<file path="src/rtl/cpu_control.sv">
// ---------------------------------------------------------------------------
// cpu_control
//
// Multi-cycle fetch / decode / execute / writeback controller for the 8-bit
// CPU. It fetches a 16-bit instruction over a req/ack handshake, drives the
// register file read addresses, and latches the returned operands into A/B.
// It presents A/B to the external ALU, latches the ALU result, and issues a
// single-cycle register write in the writeback state.
//
// Instruction word fields:
//   op = [15:12], rd = [11:9], rs1 = [8:6], rs2 = [5:3], imm8 = [7:0]
//
// Opcodes:
//   1 ADD, 2 SUB, 3 AND, 4 OR, 5 XOR  : rd = rs1 op rs2
//   6 LDI                             : rd = imm8
//   7 MOV                             : rd = rs1
//   8 JMP                             : pc = imm8
//   9 BZ                              : if reg[rd] == 0 then pc = imm8
//   15 HLT                            : stop until reset
//   anything else                     : NOP
//
// Ports:
//   clk         in   1   system clock, rising edge
//   rst         in   1   synchronous active-high reset
//   imem_req    out  1   instruction fetch request (high in FETCH only)
//   imem_ack    in   1   fetch accepted, imem_data valid this cycle
//   imem_addr   out  8   fetch address (always equal to pc)
//   imem_data   in   16  instruction word
//   read_reg1   out  3   register file read address, port 1
//   read_reg2   out  3   register file read address, port 2
//   read_data1  in   8   register file read data, port 1 (asynchronous)
//   read_data2  in   8   register file read data, port 2 (asynchronous)
//   alu_op      out  3   0 ADD, 1 SUB, 2 AND, 3 OR, 4 XOR
//   alu_a       out  8   ALU operand A (latched A register)
//   alu_b       out  8   ALU operand B (latched B register)
//   alu_result  in   8   combinational ALU result
//   reg_write   out  1   register file write strobe (one cycle per write)
//   write_reg   out  3   destination register
//   write_data  out  8   value to write
//   pc          out  8   program counter
//   halted      out  1   high once a HLT has completed writeback
// ---------------------------------------------------------------------------
module cpu_control (
    input  logic        clk,
    input  logic        rst,
    output logic        imem_req,
    input  logic        imem_ack,
    output logic [7:0]  imem_addr,
    input  logic [15:0] imem_data,
    output logic [2:0]  read_reg1,
    output logic [2:0]  read_reg2,
    input  logic [7:0]  read_data1,
    input  logic [7:0]  read_data2,
    output logic [2:0]  alu_op,
    output logic [7:0]  alu_a,
    output logic [7:0]  alu_b,
    input  logic [7:0]  alu_result,
    output logic        reg_write,
    output logic [2:0]  write_reg,
    output logic [7:0]  write_data,
    output logic [7:0]  pc,
    output logic        halted
);

    // Opcode values
    localparam logic [3:0] OP_NOP = 4'd0;
    localparam logic [3:0] OP_ADD = 4'd1;
    localparam logic [3:0] OP_SUB = 4'd2;
    localparam logic [3:0] OP_AND = 4'd3;
    localparam logic [3:0] OP_OR  = 4'd4;
    localparam logic [3:0] OP_XOR = 4'd5;
    localparam logic [3:0] OP_LDI = 4'd6;
    localparam logic [3:0] OP_MOV = 4'd7;
    localparam logic [3:0] OP_JMP = 4'd8;
    localparam logic [3:0] OP_BZ  = 4'd9;
    localparam logic [3:0] OP_HLT = 4'd15;

    typedef enum logic [2:0] {
        S_FETCH,
        S_DECODE,
        S_EXEC,
        S_WB,
        S_HALT
    } state_t;

    state_t state;
    state_t next_state;

    // Architectural registers of the controller
    logic [15:0] ir;
    logic [7:0]  a;
    logic [7:0]  b;
    logic [7:0]  res;

    // Instruction fields (imm8 overlaps rs1/rs2 by design of the encoding)
    logic [3:0] op;
    logic [2:0] rd;
    logic [2:0] rs1;
    logic [2:0] rs2;
    logic [7:0] imm8;

    // Decoded instruction classes
    logic is_alu;
    logic is_ldi;
    logic is_mov;
    logic is_jmp;
    logic is_bz;
    logic is_hlt;
    logic writes_reg;
    logic branch_taken;

    assign op   = ir[15:12];
    assign rd   = ir[11:9];
    assign rs1  = ir[8:6];
    assign rs2  = ir[5:3];
    assign imm8 = ir[7:0];

    // Opcode classification; everything not listed falls through as a NOP
    always_comb begin
        is_alu = 1'b0;
        is_ldi = 1'b0;
        is_mov = 1'b0;
        is_jmp = 1'b0;
        is_bz  = 1'b0;
        is_hlt = 1'b0;
        case (op)
            OP_ADD, OP_SUB, OP_AND, OP_OR, OP_XOR: is_alu = 1'b1;
            OP_LDI: is_ldi = 1'b1;
            OP_MOV: is_mov = 1'b1;
            OP_JMP: is_jmp = 1'b1;
            OP_BZ:  is_bz  = 1'b1;
            OP_HLT: is_hlt = 1'b1;
            OP_NOP: ;
            default: ;
        endcase
    end

    assign writes_reg = is_alu | is_ldi | is_mov;

    // BZ tests the operand latched in DECODE, which came from the rd field
    assign branch_taken = is_jmp | (is_bz & (a == 8'd0));

    // State register
    always_ff @(posedge clk) begin
        if (rst) begin
            state <= S_FETCH;
        end else begin
            state <= next_state;
        end
    end

    // Next-state logic
    always_comb begin
        next_state = state;
        case (state)
            S_FETCH:  if (imem_ack) next_state = S_DECODE;
            S_DECODE: next_state = S_EXEC;
            S_EXEC:   next_state = S_WB;
            S_WB:     next_state = is_hlt ? S_HALT : S_FETCH;
            S_HALT:   next_state = S_HALT;
            default:  next_state = S_FETCH;
        endcase
    end

    // Datapath registers. pc increments on fetch acceptance and a taken
    // branch in WB overrides that already-incremented value.
    always_ff @(posedge clk) begin
        if (rst) begin
            pc  <= 8'd0;
            ir  <= 16'd0;
            a   <= 8'd0;
            b   <= 8'd0;
            res <= 8'd0;
        end else begin
            case (state)
                S_FETCH: begin
                    if (imem_ack) begin
                        ir <= imem_data;
                        pc <= pc + 8'd1;
                    end
                end
                S_DECODE: begin
                    a <= read_data1;
                    b <= read_data2;
                end
                S_EXEC: begin
                    res <= alu_result;
                end
                S_WB: begin
                    if (branch_taken) pc <= imm8;
                end
                default: ;
            endcase
        end
    end

    // Fetch interface and status outputs
    always_comb begin
        imem_req  = (state == S_FETCH);
        imem_addr = pc;
        halted    = (state == S_HALT);
    end

    // Register file read addresses are only meaningful in DECODE; BZ reads
    // its test register through port 1 using the rd field.
    always_comb begin
        read_reg1 = 3'd0;
        read_reg2 = 3'd0;
        if (state == S_DECODE) begin
            read_reg1 = is_bz ? rd : rs1;
            read_reg2 = rs2;
        end
    end

    // ALU interface follows ir/a/b continuously
    always_comb begin
        alu_a  = a;
        alu_b  = b;
        alu_op = 3'd0;
        if (is_alu) alu_op = op[2:0] - 3'd1;
    end

    // Writeback. The strobe is masked by rst so a reset landing in WB never
    // commits the instruction being discarded.
    always_comb begin
        reg_write  = 1'b0;
        write_reg  = 3'd0;
        write_data = 8'd0;
        if (state == S_WB) begin
            reg_write = writes_reg & ~rst;
            write_reg = rd;
            if (is_alu) begin
                write_data = res;
            end else if (is_ldi) begin
                write_data = imm8;
            end else if (is_mov) begin
                write_data = a;
            end
        end
    end

endmodule

</file>
<file path="config.mk">
export PLATFORM = sky130hd
export DESIGN_NAME = cpu_control
export DESIGN_NICKNAME = d
export VERILOG_FILES = /design/src/rtl/cpu_control.sv
export SDC_FILE = /design/constraint.sdc
export NUM_CORES = 1
export LEC_CHECK = 0
export ABC_CLOCK_PERIOD_IN_PS = 3500
export CAP_MARGIN = 20
export CORE_MARGIN = 2
export CORE_UTILIZATION = 49
export CTS_BUF_LIST = sky130_fd_sc_hd__clkbuf_4
export CTS_CLUSTER_DIAMETER = 200
export DETAILED_ROUTE_END_ITERATION = 7
export PLACE_DENSITY = 0.95
export SYNTH_ARGS = -nofsm -noshare
export SYNTH_HDL_FRONTEND = slang
export SYNTH_SLANG_ARGS = --single-unit
</file>
<file path="constraint.sdc">
create_clock -name clk -period 3.5 [get_ports clk]
set_clock_uncertainty 0.05 [all_clocks]
set_input_delay 0.7 -clock clk [delete_from_list [all_inputs] [get_ports clk]]
set_output_delay 0.7 -clock clk [all_outputs]
set_load 0.05 [all_outputs]
</file>
==> metrics.md, run 1 <==
| Metric | Value |
|---|---|
| Status | finished, final reports clean |
| Final hold violations | 0 |
| Clock power frac | between 20% and 30% |
| Fillers | between 400 and 500 |
| CTS tree | yes |
| Post-Syn Nets | just under 400 |
| Net Switching | ~0.54 mW |
| Worst Path Required | around 2.8 ns |
| Clk Latency, worst-skew pair | approximately 0.38 ns |
| Register area share after synthesis | 39.1% |
| Worst Setup Path Type | reg2out |
| Final hold slack | 0.415 ns |
| IO Pins | just under 100 |
| Initial antenna violation count | 0 |
| DR vias/cell | ~5.7 |
| Ys Warns | 0 |
| CTS clock-pin slew for the worst setup and hold paths | roughly 0.14 ns |
| Ant. Diodes | 0 |
| Routed wire length | about 7.4 mm |
| Fin crit share | 92.0% |
| Reg-to-reg slack, setup | about 1.3 ns |
| Total track usage | approximately a quarter |
| Worst EP arrival | roughly 2.5 ns |
| Rows | 26 |
| Part of the power in combinational logic | slightly below 30% |
| Min Tclk post-route | 3.22 ns |
| Syn Inst Count | 350 |
| H-tree Lvls | 2 |
| Setup violators final | 0 |
| Dpl hpwl | around 5.4 mm |
| CP Max Fanout | 18 |
| Number of setup buffers added after CTS | 0 |
| Final ANT Viol Nets | 0 |
| Chip Width | approximately 77 um |
| Largest net degree at the start of global routing | between 50 and 60 |
| Internal power | 1.02 mW |
| Startpoint Class | flip-flop |
| Vias in the first global route | 2,597 |
| Number of buffers inserted by port buffering | 97 |
| Slew Viols, Final | 0 |
| Hold Path Class | reg2reg |
| Reg2reg start | ir[12] |
| Die ar. | 0.00593 mm^2 |
| Lkg Pwr | roughly 1.3 nW |
| Commonest non-fill, non-tap cell in the layout | nand2_1 |
| Power per Cell Area | 430 mW/mm^2 |
| First-pass GRT wire length | 11.9 mm |
| TritonRoute pass-1 iters | 6 |
| Register bit total from synthesis | 51 |
| Vias | approximately 2,800 |
| Wire length per cell | ~15 um |
| CP endpoint | write_data[2] |
| Area grow syn2layout | 38.9% |
| RR Endpoint | imem_addr[1] |
| Mean area per synthesized cell | about 7.5 um^2 |
| Multi-input logic area | roughly 0.0014 mm^2 |
| Total gr overflow | 0 |
| Starting Density | between 50% and 60% |
| First DRT Iteration DRCs | between 200 and 250 |
| CTS root buffer | clkbuf_4 |
| Setup TNS | 0 ns |
| Async SR Flop Fraction | 0% |
| Register area | roughly 0.0010 mm^2 |
| Switching Share | 34.6% |
| Clock sink total | 51 |
| Peak supply drop | roughly 0.28 mV |
| Primary FF master, synth | dfxtp_1 |
| RSZ-0062 raised after global routing | false |
| DRC | 0 |
| Post-synth EDFFs | 0 |
| Share of cells above drive strength 1 | roughly 7% |
| Flop pwr share | between 40% and 50% |
| WHS Path Cells | 2 |
| Synth unique cells | 45 |
| Worst slew margin | a little over half |
| Critical path endpoint category | output port |
| GP Congestion | roughly 0.9 |
| Most frequent cells in the layout | 85 x nand2_1, 84 x clkdlybuf4s50_1, 51 x dfxtp_1 |
| Crit. Startpoint | ir[12] |
| CORE AREA | 0.00514 mm^2 |
| R2R depth | 5 |
| Buffer depth of the longest clock path | 2 |
| Peak Freq | about 310 MHz |
| Total CTS buffers | 5 |
| Layout Nets | roughly 470 |
| DIE HEIGHT | 77 um |
| MaxCap Viol Count | 0 |
| Worst-Margin Slew | a little over 0.7 ns |
| Cell Area, Synth | ~0.0026 mm^2 |
[power by group through the flow]
stage          registers, mW  clock network (mW)  logic [mW]
4_1_cts                0.676               0.420       0.463
3_5_place_dp           0.689                   0       0.461
2_1_floorplan          0.743                   0       0.250
3_3_place_gp           0.686                   0       0.451
5_1_grt                0.686               0.445       0.496
6_report               0.677               0.416       0.465
[registers in the layout, indices dropped and copies added, names as in the netlist]
name       count
ir            16
imem_addr      8
state          3
alu_b          8
res            8
alu_a          8
[cells in the mapped netlist, drive strengths merged, types with 2 or more instances]
library cell / n / area share (%)
and3: 3 / 0.72
nand3: 17 / 3.3
nor3b: 4 / 1.2
nand4: 9 / 2.2
buf: 12 / 3.3
a21oi: 42 / 8.0
nand3b: 3 / 0.86
o2bb2ai: 2 / 0.67
nor3: 10 / 1.9
clkbuf: 22 / 3.2
o211ai: 2 / 0.57
mux2i: 12 / 4.6
ha: 5 / 2.4
a221oi: 2 / 0.67
a31oi: 3 / 0.72
xnor2: 3 / 1.0
nor2: 21 / 3.0
o21ai: 9 / 1.7
or4: 3 / 0.86
o21bai: 3 / 0.86
dfxtp: 51 / 39
and2: 4 / 0.96
inv: 5 / 0.72
nand2: 85 / 12
[layer usage]
layer  share of wire, %  GRT usage, %  vias up
li1                   -             -     1356
met1                 39          29.8     1261
met2                 48          40.2      166
met3                8.6          6.71       37
met4                4.6          13.6        0
met5                  0             0        -
[cell families (layout without fill, tap and decap cells)]
logic type               after synthesis  after routing  synth area share [%]
AND/OR/NAND/NOR                      167            167                  29.5
AO/OA/AOI/OAI                         72             72                  16.1
flip-flops                            51             51                  39.1
buffers and inverters                 40            117                  7.28
multiplexers                          12             12                  4.60
adder cells (fa/ha/maj)                5              5                  2.40
XOR/XNOR                               3              3                  1.01
[cell type report]
type,instances,area share (%)
clock buffer,5,1.03
clock inverter,3,1.86
inverter,6,0.621
multi-input combinational,259,38.9
sequential,51,28.1
tap,70,2.41
timing repair buffer,103,27.0
[worst max-delay path, stage by stage (launching register included)]
cell and delay, ns:
dfxtp_1 0.43, inv_1 0.09, ha_1 0.38, nor3_1 0.33, o21ba_2 0.27, nand4_1 0.13
a21oi_1 0.23, buf_4 0.23
[worst min path at each step]
stage,slack [ns],start,endpoint
after floorplan,0.39,ir[8],ir[8]
after global placement,0.39,alu_b[3],alu_b[3]
after detailed placement,0.40,alu_b[2],alu_b[2]
after CTS,0.42,alu_b[2],alu_b[2]
after global routing,0.43,alu_b[1],alu_b[1]
final,0.41,alu_b[3],alu_b[3]
[through the flow]
step	instances	power [mW]	util (%)	area, um^2	setup slack, ns
after floorplan	350	0.993	-	2610	0.192
after global placement	489	1.14	68.5	3520	0.741
after detailed placement	489	1.15	68.5	3520	0.619
after CTS	497	1.56	70.5	3620	0.181
after global routing	497	1.63	70.6	3630	0.0443
final	497	1.56	70.6	3630	0.278
[repair_timing]
action / CTS / global route
resized for setup: 0 / 1
hold buffers: 0 / 0
setup endpoints to repair: 0 / 10
Power figures use the tool's default switching activity.
==> run 2: changes to the inputs <==
Settings changed: ABC_CLOCK_PERIOD_IN_PS 3500 to 3650, CORE_MARGIN 2 to not set, CORE_UTILIZATION 49 to 46, PLACE_DENSITY 0.95 to 0.9.
Clock period 3.5 ns to 3.65 ns, I/O delays scaled along.
==> run 2 against run 1 <==
Wire length is 4.6% lower. Sequential share of layout area down 0.34 points. Clock power fell by 21%. First-iteration DRC count is 27% lower. Largest power group unchanged. Highest routed layer unchanged.
==> metrics.md, run 2 (same netlist as run 1, synthesis figures left out) <==
| Metric | Value |
|---|---|
| Status | finished, final reports clean |
| Fin crit share | roughly nine tenths |
| Rows | 27 |
| Hold Path Class | reg2reg |
| Final hold violations | 0 |
| Largest net degree at the start of global routing | 54 |
| Power per Cell Area | 388 mW/mm^2 |
| Worst EP arrival | around 2.5 ns |
| Startpoint Class | flip-flop |
| First-pass GRT wire length | around 11 mm |
| Area grow syn2layout | 40.6% |
| Setup violators final | 0 |
| Slew Viols, Final | 0 |
| First DRT Iteration DRCs | roughly 180 |
| Setup TNS | 0 ns |
| Initial antenna violation count | 0 |
| DR vias/cell | roughly 5.5 |
| Clock sink total | 51 |
| Largest register FFs | 16 |
| Final core occ | roughly 67% |
| IO Pins | 98 |
| Ant. Diodes | 0 |
| Number of buffers inserted by port buffering | between 90 and 100 |
| GP Congestion | roughly 0.94 |
| Top reg by flops | ir |
| Chip Width | approximately 77 um |
| Critical path endpoint category | output port |
| Peak supply drop | approximately 0.24 mV |
| Total CTS buffers | 5 |
| Reg-to-reg slack, setup | around 1.5 ns |
| Total gr overflow | 0 |
| Die ar. | about 0.006 mm^2 |
| CORE AREA | 0.00547 mm^2 |
| Total track usage | 23.8% |
| Share of cells above drive strength 1 | 5.13% |
| Lkg Pwr | ~1.5 nW |
| TritonRoute pass-1 iters | 4 |
| Layout Nets | 476 |
| Final hold slack | about 0.42 ns |
| Worst slew margin | 57.8% |
| Worst Setup Path Type | reg2out |
| CP Max Fanout | 11 |
| Most frequent cells in the layout | 85 x nand2_1, 84 x clkdlybuf4s50_1, 51 x dfxtp_1 |
| DIE HEIGHT | slightly below 80 um |
| Worst Path Required | ~2.9 ns |
| Final ANT Viol Nets | 0 |
| H-tree Lvls | 2 |
| Commonest non-fill, non-tap cell in the layout | nand2_1 |
| MaxCap Viol Count | 0 |
| Clk Latency, worst-skew pair | 0.37 ns |
| Min Tclk post-route | between 3 and 4 ns |
| Worst-Margin Slew | approximately 0.63 ns |
| CTS clock-pin slew for the worst setup and hold paths | around 0.15 ns |
| CTS tree | yes |
| Buffer depth of the longest clock path | 2 |
| Starting Density | between 40% and 50% |
| Peak Freq | ~310 MHz |
| Vias | between 2,000 and 3,000 |
| Number of setup buffers added after CTS | 0 |
| Routed wire length | between 7 and 8 mm |
| RSZ-0062 raised after global routing | false |
| Dpl hpwl | 5.24 mm |
| CTS root buffer | clkbuf_4 |
| Hold buffer count at cts | 0 |
| Vias in the first global route | 2,496 |
| Wire length per cell | between 10 and 15 um |
| DRC | 0 |
## run 2: per-stage QoR
stage	instances	instance area, um^2	power [mW]	worst slack (ns)
after floorplan	350	2610	0.953	0.312
after global placement	493	3560	1.09	0.463
after detailed placement	493	3560	1.11	0.348
after CTS	501	3650	1.43	0.0232
after global routing	501	3670	1.49	0.179
final	501	3670	1.42	0.383
## run 2: critical path: stages, from the launching register on
cell            delay, ns
dfxtp_1              0.37
ha_1                 0.33
nor3_1               0.33
o21ba_2              0.27
nand4_1              0.13
a21oi_1              0.21
dlymetal6s2s_1       0.48
## run 2: metal layers
layer,vias to the layer above,wire (um),global-route usage (%)
li1,1358,-,-
met4,0,151,10.0
met5,-,0,0
met1,1257,3080,29.0
met3,18,500,5.41
met2,112,3350,40.3
## run 2: area by class of cell
class,count,area (um^2)
Sequential cell,51,1020
Clock buffer,5,37.5
Multi-Input combinational cell,259,1410
Timing Repair Buffer,105,1050
Tap cell,72,90.1
Clock inverter,3,43.8
Fill cell,464,1800
Inverter,6,22.5
## run 2: where the power goes
group	switching, mW	total (mW)	leakage (nW)	internal [mW]
combinational	0.277	0.446	0.991	0.169
sequential	0.0515	0.650	0.416	0.599
clock	0.183	0.327	0.0452	0.144
total	0.511	1.42	1.45	0.912
## run 2: timing repair
item	4_1_cts	5_1_grt
resized for setup	1	10
endpoints found under the setup margin	10	10
pin swaps	0	0
## run 2: worst paths after layout
kind	startpoint	to	cells past startpoint
hold reg to reg	alu_b[2]	alu_b[2]	2
setup reg to reg	alu_a[1]	imem_addr[4]	4
setup / recovery	ir[12]	write_data[0]	6
hold / removal	alu_b[2]	alu_b[2]	2
